## src/rtl/fir_sample_streamer.sv

```systemverilog
// Streams samples from a sample RAM into the FIR core one at a time and
// writes each filter result back to a result RAM, with a watchdog for a hung FIR.
module fir_sample_streamer #(
  parameter int DATA_W  = 16,
  parameter int OUT_W   = 38,
  parameter int ADDR_W  = 10,
  parameter int TIMEOUT = 127
) (
  input  logic              clk,
  input  logic              rst,
  input  logic              start,
  input  logic [ADDR_W-1:0] numSamples,
  output logic              busy,
  output logic              done,
  output logic              timeoutErr,
  output logic [ADDR_W-1:0] memAddr,
  input  logic [DATA_W-1:0] memData,
  output logic [DATA_W-1:0] firInput,
  output logic              inputValid,
  input  logic [OUT_W-1:0]  firOutput,
  input  logic              outputValid,
  output logic [ADDR_W-1:0] resAddr,
  output logic [OUT_W-1:0]  resData,
  output logic              resWe
);

  localparam int WD_W = $clog2(TIMEOUT + 1);

  typedef enum logic [2:0] {
    IDLE,
    FETCH,
    LOAD,
    ISSUE,
    WAIT,
    STORE,
    DONE
  } state_t;

  state_t            state;
  state_t            nextState;
  logic [ADDR_W-1:0] runLen;
  logic [ADDR_W-1:0] index;
  logic [ADDR_W-1:0] indexInc;
  logic [WD_W-1:0]   watchdog;
  logic              terminal;

  assign indexInc = index + 1'b1;
  assign terminal = (watchdog == WD_W'(TIMEOUT - 1));

  always_ff @(posedge clk or negedge rst) begin
    if (!rst) begin
      state <= IDLE;
    end else begin
      state <= nextState;
    end
  end

  // outputValid beats the watchdog when both land in the same WAIT cycle
  always_comb begin
    nextState = state;
    case (state)
      IDLE:    if (start) nextState = (numSamples == '0) ? DONE : FETCH;
      FETCH:   nextState = LOAD;
      LOAD:    nextState = ISSUE;
      ISSUE:   nextState = WAIT;
      WAIT: begin
        if (outputValid)   nextState = STORE;
        else if (terminal) nextState = DONE;
      end
      STORE:   nextState = (indexInc == runLen) ? DONE : FETCH;
      DONE:    nextState = IDLE;
      default: nextState = IDLE;
    endcase
  end

  // Strobes are decoded from nextState so each one is high exactly while the
  // FSM sits in the matching state. The watchdog is cleared on entry to ISSUE
  // and counts on every entry into WAIT, so it reads k in the k-th WAIT cycle.
  always_ff @(posedge clk or negedge rst) begin
    if (!rst) begin
      runLen     <= '0;
      index      <= '0;
      watchdog   <= '0;
      firInput   <= '0;
      memAddr    <= '0;
      resAddr    <= '0;
      resData    <= '0;
      busy       <= 1'b0;
      done       <= 1'b0;
      inputValid <= 1'b0;
      resWe      <= 1'b0;
      timeoutErr <= 1'b0;
    end else begin
      busy       <= (nextState != IDLE);
      done       <= (nextState == DONE);
      inputValid <= (nextState == ISSUE);
      resWe      <= (nextState == STORE);

      if (state == IDLE && start) begin
        runLen     <= numSamples;
        index      <= '0;
        timeoutErr <= 1'b0;
      end

      if (nextState == FETCH) memAddr <= (state == STORE) ? indexInc : '0;
      if (state == LOAD) firInput <= memData;

      if (nextState == ISSUE)     watchdog <= '0;
      else if (nextState == WAIT) watchdog <= watchdog + 1'b1;

      if (state == WAIT && outputValid) resData <= firOutput;
      if (state == WAIT && !outputValid && terminal) timeoutErr <= 1'b1;

      if (nextState == STORE) resAddr <= index;
      if (state == STORE) index <= indexInc;
    end
  end

endmodule

```

## config.mk

```make
export PLATFORM = sky130hd
export DESIGN_NAME = fir_sample_streamer
export DESIGN_NICKNAME = d
export VERILOG_FILES = /design/src/rtl/fir_sample_streamer.sv
export SDC_FILE = /design/constraint.sdc
export NUM_CORES = 1
export LEC_CHECK = 0
export CAP_MARGIN = 40
export CORE_MARGIN = 4
export CORE_UTILIZATION = 52
export DETAILED_ROUTE_END_ITERATION = 7
export DONT_BUFFER_PORTS = 1
export GPL_TIMING_DRIVEN = 0
export HOLD_SLACK_MARGIN = 0.12
export MAX_ROUTING_LAYER = met4
export PLACE_DENSITY = 0.65
export SLEW_MARGIN = 20
export SYNTH_ARGS = -nofsm -noshare
export SYNTH_HDL_FRONTEND = slang
export SYNTH_SLANG_ARGS = --single-unit
```

## constraint.sdc

```tcl
create_clock -name clk -period 6 [get_ports clk]
set_clock_uncertainty 0.15 [all_clocks]
set_input_delay 1.2 -clock clk [delete_from_list [all_inputs] [get_ports clk]]
set_output_delay 1.2 -clock clk [all_outputs]
set_load 0.01 [all_outputs]
```

==> results_dict.tcl <==
set metrics [dict create \
    critical_path.startpoint_type "input pin" \
    critical_path_class "input pin to flop" \
    pin_count_of_the_biggest_net_entering_global_routing 110 \
    tritoncts_num_sinks 109 \
    drt_first_iter_violations 152 \
    std_cell_rows 35 \
    synthCells 378 \
    syn_area_mm2 0.00489 \
    fillerInstances 783 \
    start_util_pct 53.2 \
    cts-htree-levels 3 \
    power.static_leakage_nw 2.33 \
    r2r-start "index[0]" \
    detailedRoute.firstPassIterationCount 4 \
    ctsHoldBuffers 0 \
    syn2layout_area_growth_pct 6.72 \
    clkLatencyLatePin_ns 0.37 \
    groute.usage.overall_pct 20.3 \
    post_cts.repair.setup_buffers 0 \
    yosys_register_bits 109 \
    critical_path.max_stage_delay_ns 0.38 \
    fin_setup_tns_ns 0 \
    cts_tree "built" \
    core_mm2 0.00920 \
    sequential_element_share_of_the_synthesized_area_pct 55.7 \
    die_area_mm2 0.0110 \
    yosys_most_used_dff "dfrtp_1" \
    number_of_global_route_vias_before_repair 3251 \
    route.vias.total 2964 \
    place_congestion 0.903 \
    die_width_um 105 \
    post-route-min-period_ns 2.81 \
    detail_route.vias_per_cell 5.87 \
    async_reset_ff_share_pct 100 \
    die_h_um 105 \
    cts_root_buf "clkbuf_8" \
    critPathArrivalTime_ns 2.92 \
    timing.hold.worst.class "input pin to asynchronous set/reset pin" \
    hold_violations 0 \
    hold-worst-slack_ns 0.362 \
    ys_warn_count 0 \
    cts_inserted_buffers 9 \
    synth_fp_nets 449 \
    vdd_drop_max_v 0.000228 \
    final_core_util_pct 56.8 \
    reg2reg_depth 8 \
    cts.repair.resized 0 \
    ff2ff_setup_slack_ns 3.21 \
    grt_first_pass_wirelength_um 17200 \
    tightest_slew_ns 0.777 \
    grt_overflow 0 \
    synth_enable_flop_cells 0 \
    drc_errors 0 \
    run_status "complete, no violations" \
    setup_viol_count_final 0 \
    cp_data_required_time_ns 6.11 \
    final_antenna_net_count 0 \
    rsz0062_at_grt "false" \
    powerDensity_mw_per_mm2 478 \
    relSlewSlack_pct 48.0 \
    clockBufferDepth 2 \
    finalCritPeriodShare_pct 46.9 \
    path_cells "nor4_1 > nand3_1 > a211oi_2 > and2_4 > buf_6 > nand2_1 > o311ai_0" \
    antenna_violations_before_repair 0 \
    crit_slowest_cell "a211oi_2" \
    synth.lib_cells_used.distinct 53 \
    crit_path_max_fanout 10 \
    number_of_port_buffers 0 \
    route.detailed.wl_per_inst_um 20.7 \
    pin_count 147 \
    maxCapViolations 0 \
    final-max-slew-violation-count 0 \
    n_antenna_cell 0 \
    critPathCaptureType "flop" \
    final_layout_size_suffix_gt1_share_pct 32.5 \
    regToRegEndpoint "memAddr[3]" \
    layout.nets 461 \
    timing.fmax_mhz 356 \
    cts.clk_slew.worst_paths_ns 0.11 \
    detailed_place_hpwl_um 7490 \
    post_synth.cell_area_avg_um2 12.9 \
    wirelength_um 10400 \
]
==> cells in the mapped netlist, types with 7 or more instances <==
cell type  count  share of area, %
mux2_2        83                19
nor2_1        20               1.5
dfrtp_1      109                56
nand3_1       10               1.0
nand2_1       24               1.8
o21ai_0       19               1.9
buf_2          7              0.72
xnor2_1        8               1.4
a21o_1         7               1.1
inv_1          7              0.54
a21oi_1       10               1.0
==> layout by cell type (no fill, tap or decap), drive strengths merged, types with 2 or more instances in the layout <==
master and n:
xnor2 9, o311ai 4, clkinv 3, or3 2
o211ai 4, nand2b 3, o21ai 20, clkbuf 13
nand4 3, nand2 25, nor4 2, o22ai 2
mux2 84, a21oi 10, and3 2, mux2i 2
nor2 24, inv 9, ha 3, nor3 3
xnor3 3, nand3 11, xor2 4, a21o 7
buf 15, a211oi 2, dfrtp 109, and2 2
a31oi 2
==> layer usage <==
layer	global-route usage, %	routed length, um
met1	26.7	4520
met2	30.4	4970
met3	6.18	830
met4	6.56	118
met5	-	0
==> area by class of cell <==
| type | count | area, um2 | share of cell area, % |
|---|---|---|---|
| plain buffers | 18 | 103 | 1.96 |
| well taps | 111 | 139 | 2.66 |
| multi-input cells | 244 | 2040 | 39.0 |
| clock buffers | 9 | 124 | 2.37 |
| flip-flops and latches | 109 | 2730 | 52.2 |
| inverters | 7 | 26.3 | 0.503 |
| clock inverters | 6 | 58.8 | 1.13 |
| repair buffers | 1 | 7.51 | 0.144 |
==> registers in the layout (all words and copies together), names as in the netlist <==
name	count
index	10
memAddr	10
resWe	1
done	1
resData	38
resAddr	10
inputValid	1
firInput	16
watchdog	7
timeoutErr	1
busy	1
state	3
runLen	10
==> worst max-delay path by stage <==
stage                              from           to  slack, ns  depth (start not counted)
after floorplan           numSamples[1]  watchdog[4]       3.10                          8
after global placement    numSamples[3]  watchdog[5]       2.82                          7
after detailed placement  numSamples[3]  watchdog[6]       2.73                          7
after CTS                 numSamples[3]  watchdog[6]       3.20                          7
after global routing           index[0]   memAddr[2]       3.01                          8
final                     numSamples[3]  watchdog[6]       3.19                          7
==> worst max-delay path: cells and delay by family <==
| kind | cells | cell delay (ns) |
|---|---|---|
| buf+inv | 1 | 0.14 |
| compound gates | 2 | 0.71 |
| simple gates | 4 | 0.86 |
==> metrics by stage <==
step / instances / setup WS (ns) / cell area [um2] / power (mW)
CTS: 505 / 3.20 / 5220 / 2.52
floorplan: 378 / 3.10 / 4890 / 1.89
global route: 505 / 3.01 / 5220 / 2.66
detailed placement: 490 / 2.73 / 5040 / 2.10
finish: 505 / 3.19 / 5220 / 2.50
global placement: 489 / 2.82 / 5030 / 2.06
==> power by group <==
group          switching [mW]  leakage, nW  internal, mW
combinational           0.342        0.863         0.403
sequential              0.325         1.38          1.01
clock                   0.263       0.0890         0.157
total                   0.931         2.33          1.57
==> logic make-up (layout without fill, tap and decap cells) <==
kind of cell	count (synthesis)	in the layout	synth area share [%]
buffers and inverters	25	41	2.63
AO/OA/AOI/OAI	54	54	7.29
adder cells (fa/ha/maj)	3	3	0.767
AND/OR/NAND/NOR	84	84	9.43
flip-flops	109	109	55.7
multiplexers	86	86	19.8
XOR/XNOR	17	17	4.35
No activity file was read; power rests on OpenSTA's default activity.
